$ cat src/rtl/pe_result_writeback.sv
// PE result writeback: buffers PE result vectors in a small FIFO and streams
// them to memory as one packed beat per vector at consecutive byte addresses.
module pe_result_writeback #(
    parameter int DATA_WIDTH   = 16,
    parameter int VECTOR_WIDTH = 16,
    parameter int FIFO_DEPTH   = 4
) (
    input  logic                                          clk,
    input  logic                                          rst_n,
    input  logic                                          valid_in,
    input  logic [VECTOR_WIDTH-1:0][DATA_WIDTH-1:0]       result_i,
    output logic                                          ready_out,
    input  logic                                          start_i,
    input  logic [31:0]                                   base_addr_i,
    output logic                                          mem_req_o,
    output logic [31:0]                                   mem_addr_o,
    output logic [DATA_WIDTH*VECTOR_WIDTH-1:0]            mem_data_o,
    input  logic                                          mem_ack_i,
    output logic [$clog2(FIFO_DEPTH):0]                   level_o,
    output logic [15:0]                                   beat_cnt_o,
    output logic                                          busy_o,
    output logic                                          drop_o
);

    localparam int BEAT_BYTES = DATA_WIDTH * VECTOR_WIDTH / 8;
    localparam int PTR_W      = $clog2(FIFO_DEPTH);
    localparam int LVL_W      = PTR_W + 1;

    typedef logic [VECTOR_WIDTH-1:0][DATA_WIDTH-1:0] vec_t;
    typedef enum logic {IDLE, REQ} state_t;

    state_t           state_q, state_d;
    vec_t             fifo_q [FIFO_DEPTH];
    logic [PTR_W-1:0] wr_ptr_q, rd_ptr_q;
    logic [LVL_W-1:0] level_q, level_d;
    logic [31:0]      addr_q;
    logic [15:0]      beat_cnt_q;
    logic             drop_q;
    logic             push, pop, start_ok;

    // Handshake qualifiers; ready depends only on the registered level, never on mem_ack_i.
    assign ready_out = (level_q < LVL_W'(FIFO_DEPTH));
    assign push      = valid_in & ready_out;
    assign pop       = (state_q == REQ) & mem_ack_i;
    assign busy_o    = (state_q != IDLE) | (level_q != '0);
    assign start_ok  = start_i & ~busy_o;

    // Output mapping; data is gated so it reads zero whenever no request is pending.
    assign mem_req_o  = (state_q == REQ);
    assign mem_addr_o = addr_q;
    assign mem_data_o = (state_q == REQ) ? fifo_q[rd_ptr_q] : '0;
    assign level_o    = level_q;
    assign beat_cnt_o = beat_cnt_q;
    assign drop_o     = drop_q;

    // Next FIFO occupancy: simultaneous push and pop cancel out.
    always_comb begin
        // NOTE: combinational blocks use blocking '=' and assign a default first so no latch is inferred.
        level_d = level_q;
        case ({push, pop})
            2'b10:   level_d = level_q + LVL_W'(1);
            2'b01:   level_d = level_q - LVL_W'(1);
            default: level_d = level_q;
        endcase
    end

    // Next-state logic: request while anything is buffered, return to IDLE on the last ack.
    always_comb begin
        state_d = state_q;
        case (state_q)
            IDLE:    if (level_q != '0) state_d = REQ;
            REQ:     if (pop && (level_d == '0)) state_d = IDLE;
            default: state_d = IDLE;
        endcase
    end

    // State register.
    always_ff @(posedge clk or negedge rst_n) begin
        // NOTE: sequential blocks use non-blocking '<=' so every register samples pre-edge values.
        if (!rst_n) state_q <= IDLE;
        else        state_q <= state_d;
    end

    // FIFO storage; written at the tail on every accepted vector.
    // NOTE: the storage array has no reset; emptiness is tracked by level_q and unread slots are never observed.
    always_ff @(posedge clk) begin
        if (push) fifo_q[wr_ptr_q] <= result_i;
    end

    // FIFO pointers and occupancy; pointers wrap naturally because the depth is a power of two.
    always_ff @(posedge clk or negedge rst_n) begin
        if (!rst_n) begin
            wr_ptr_q <= '0;
            rd_ptr_q <= '0;
            level_q  <= '0;
        end else begin
            if (push) wr_ptr_q <= wr_ptr_q + PTR_W'(1);
            if (pop)  rd_ptr_q <= rd_ptr_q + PTR_W'(1);
            level_q <= level_d;
        end
    end

    // Address, beat counter and sticky drop flag; start is honoured only when idle and empty.
    always_ff @(posedge clk or negedge rst_n) begin
        if (!rst_n) begin
            addr_q     <= '0;
            beat_cnt_q <= '0;
            drop_q     <= 1'b0;
        end else if (start_ok) begin
            addr_q     <= base_addr_i;
            beat_cnt_q <= '0;
            drop_q     <= 1'b0;
        end else begin
            if (pop) begin
                addr_q     <= addr_q + 32'(BEAT_BYTES);
                beat_cnt_q <= beat_cnt_q + 16'd1;
            end
            if (valid_in && !ready_out) drop_q <= 1'b1;
        end
    end

endmodule
$ cat config.mk
export PLATFORM = sky130hd
export DESIGN_NAME = pe_result_writeback
export DESIGN_NICKNAME = d
export VERILOG_FILES = /design/src/rtl/pe_result_writeback.sv
export SDC_FILE = /design/constraint.sdc
export NUM_CORES = 1
export LEC_CHECK = 0
export BUFFER_PORTS_ARGS = -buffer_cell sky130_fd_sc_hd__buf_2
export CAP_MARGIN = 20
export CORE_MARGIN = 5
export CORE_UTILIZATION = 30
export CTS_CLUSTER_DIAMETER = 150
export DETAILED_ROUTE_END_ITERATION = 16
export GPL_TIMING_DRIVEN = 0
export PLACE_DENSITY = 0.57
export SYNTH_ARGS = -nofsm -noshare
export SYNTH_HDL_FRONTEND = slang
export SYNTH_SLANG_ARGS = --single-unit
$ cat constraint.sdc
create_clock -name clk -period 7.8 [get_ports clk]
set_input_delay 1.17 -clock clk [delete_from_list [all_inputs] [get_ports clk]]
set_output_delay 1.17 -clock clk [all_outputs]
set_load 0.01 [all_outputs]
==> flow_summary.ini <==
[setup_path]
largest_fanout_of_any_net_on_the_critical_path = 10
cpPeakStageDelay_ps = 680
timing.setup.critical_path_class = reg -> out
crit_chain = clkbuf_1 > clkbuf_1 > buf_2 > mux4_2 > and2_1 > buf_2
worstRegToRegCells = 11
timing.rr.end = mem_req_o
reg2reg_from = mem_req_o
cp-end-kind = primary output
r2r_slack_ps = 4440
timing.critical_path.arrival_ps = 3800
timing.critical_path.from_type = flip-flop
cp_slowest_cell = clkbuf_1
timing.critical_path.required_ps = 6630

[timing]
finalSetupViolations = 0
max_slew_margin_pct = 30.1
rsz0062_at_grt = no
layout_min_cycle_time_ps = 4970
report.final.slew_viol_count = 0
final.setup_skew_ps = 52.2
timing.final.hold_violations = 0
hold-worst-slack_ps = 475
maxClockFrequency_mhz = 201
timing_worst_slew_pin_value_ps = 1050
fin_crit_sh_pct = 63.7
finalWorstSetupSlack_ps = 2830

[drt]
overall_via_count_from_detail_route = 21200
drt-total-wl_um = 106000
drtPass1Iterations = 5
via_per_inst = 4.63
post_drt_wl_per_cell_um = 23.0
drc = 0
drt-initial-drc-count = 1302
final_antenna_net_count = 0

[clocking]
cts-resized-gates = 0
postCtsHoldBufs = 0
post-cts-setup-buffers = 0
cts_made_buffers = 114
cts.root.buffer_cell = clkbuf_16
cts-htree-levels = 3
clockBufferDepth = 3
clkLatencyLatePin_ps = 710
numClockSinks = 1081
worst_setup_hold_path_clk_slew_ps = 60
cts_tree = built

[synth]
yosys_register_bits = 1081
syn_nets = 2244
ys_types = 37
syn_avg_cell_area_um2 = 21.3
ys_seq_area_share_pct = 77.6
synth_top_flop_cell = edfxtp_1
ys_async_sr_fraction_pct = 5.27
synthCells = 1943
synthMuxAreaShare_pct = 13.9
synthesis.yosys.warnings = 0
post_synth_edffs = 1024
synth.cell_area_mm2 = 0.0415
synth_fa_ha_area_share_pct = 0.259
combinational_family_with_the_most_area_after_synthesis = multiplexers
yosys.area_share.simple_pct = 5.68
synth_xor_area_share_pct = 0.507
area_fraction_in_compound_gates_after_synthesis_pct = 0.866

[die]
die_area_mm2 = 0.146
initial_utilization_pct = 30.2
die_w_um = 382
fp-row-count = 136
io_pins = 604
floorplan.die.height_um = 382
core_mm2 = 0.137

[cells_and_area]
finish.net_count = 2987
share_of_final_layout_standard_cells_stronger_than_drive_strength_1_pct = 38.8
post-route-cell-area_mm2 = 0.0510
mostFrequentLayoutCell = edfxtp_1
layout.cells.most_common_list = 1024 x edfxtp_1, 631 x buf_2, 260 x and2_1, 256 x mux4_2, 116 x clkbuf_16
areaGrowthSynthToFinish_pct = 23.0
final_core_utilization_pct = 37.1

[global_routing]
grt_pass1_vias = 22400
number_of_antenna_violations_at_the_first_check_in_global_routing = 43
grt_start_max_net_pins = 58
grt_first_pass_wirelength_um = 154000
grt-ovfl-total = 0
globalRouteTotalUtil_pct = 14.2

[run]
drv.max_cap_violation_count = 0

[place]
io_buffer_count = 603
placedInstanceArea_mm2 = 0.0474
place_congestion = 0.816
place_hpwl_um = 72900
place_worst_setup_slack_ps = 3090

[min_path]
timing.hold.worst.start = mem_addr_o[4]
min_to = mem_addr_o[4]
holdPathStages = 2
hold_path_class = reg -> reg

[power]
standby_leakage_power_nw = 17.4
vdd.ir_drop.worst_mv = 0.235
p_total_w = 0.0197
power_per_cell_area_mw_per_mm2 = 387

[outcome]
run_status = finished clean
-- cells in the mapped netlist (4+ instances only) --
library cell / instances / share of area [%]
and2_1: 264 / 4.0
and4_1: 6 / 0.13
buf_1: 9 / 0.081
a21oi_1: 4 / 0.048
buf_2: 29 / 0.35
nand2_1: 46 / 0.42
clkbuf_1: 63 / 0.57
xnor2_1: 9 / 0.19
o211ai_1: 7 / 0.13
or4_1: 15 / 0.27
a31oi_1: 15 / 0.23
edfxtp_1: 1024 / 74
ha_1: 7 / 0.21
inv_1: 16 / 0.14
o21ai_0: 14 / 0.17
dfrtp_1: 57 / 3.4
o31ai_1: 14 / 0.25
nand4_1: 14 / 0.21
or3_1: 6 / 0.091
nor2_1: 25 / 0.23
mux4_2: 256 / 14
nand3_1: 14 / 0.17
xor2_1: 15 / 0.32
-- through the flow --
| step | TNS (ps) | instances |
|---|---|---|
| finish | 0 | 4591 |
| global route | 0 | 4574 |
| CTS | 0 | 4569 |
| detailed placement | 0 | 4364 |
| global placement | -507310 | 4340 |
| floorplan | 0 | 1943 |
-- cell families (layout without fill, tap and decap cells) --
| group | Yosys count | after routing |
|---|---|---|
| AND/OR/NAND/NOR | 399 | 399 |
| adder cells (fa/ha/maj) | 8 | 8 |
| buffers and inverters | 118 | 950 |
| AO/OA/AOI/OAI | 56 | 56 |
| other | 0 | 22 |
| multiplexers | 257 | 257 |
| flip-flops | 1081 | 1081 |
| XOR/XNOR | 24 | 24 |
-- critical path: cells and delay by family (launching register included) --
kind	cells	cell delay, ps
buffers and inverters	4	1900
DFF	1	330
muxes	1	550
and+or+nand+nor	1	310
-- power by group --
part,switching (W),leakage (nW),internal [W],total (W)
Combinational,0.00394,5.68,0.00305,0.00698
Sequential,0.000275,10.0,0.00728,0.00756
Clock,0.00222,1.74,0.00297,0.00519
-- per-layer routing --
metal	vias to the layer above	global-route usage (%)	part of all wire (%)
li1	9407	-	-
met1	11000	17.4	40
met2	621	23.7	49
met3	164	5.31	8.8
met4	26	4.09	2.2
met5	-	0	0.16
-- final cells by class --
class | instances | area (um2)
Inverter | 16 | 60.1
Antenna cell | 22 | 55.1
Multi-Input combinational cell | 744 | 8820
Tap cell | 1794 | 2240
Clock buffer | 149 | 3040
Clock inverter | 56 | 536
Sequential cell | 1081 | 32200
Timing Repair Buffer | 627 | 3650
Buffer | 102 | 425
Fill cell | 12800 | 86500
-- how the worst max path moves through the flow --
stage / from / end / slack, ps / depth (start not counted)
finish: rd_ptr_q[0] / mem_data_o[87] / 2830 / 6
global route: rd_ptr_q[0] / mem_data_o[89] / 2280 / 6
CTS: rd_ptr_q[0] / mem_data_o[89] / 2310 / 6
detailed placement: rd_ptr_q[0] / mem_data_o[89] / 3090 / 6
global placement: valid_in / fifo_q[1][158] / -580 / 4
floorplan: valid_in / fifo_q[0][0] / 2670 / 3
-- sequential cells by signal, indices dropped and copies added, names as in the netlist --
register	cells
rd_ptr_q	2
drop_o	1
wr_ptr_q	2
fifo_q	1024
mem_addr_o	32
beat_cnt_o	16
level_o	3
mem_req_o	1
(Power assumes the default switching activity.)
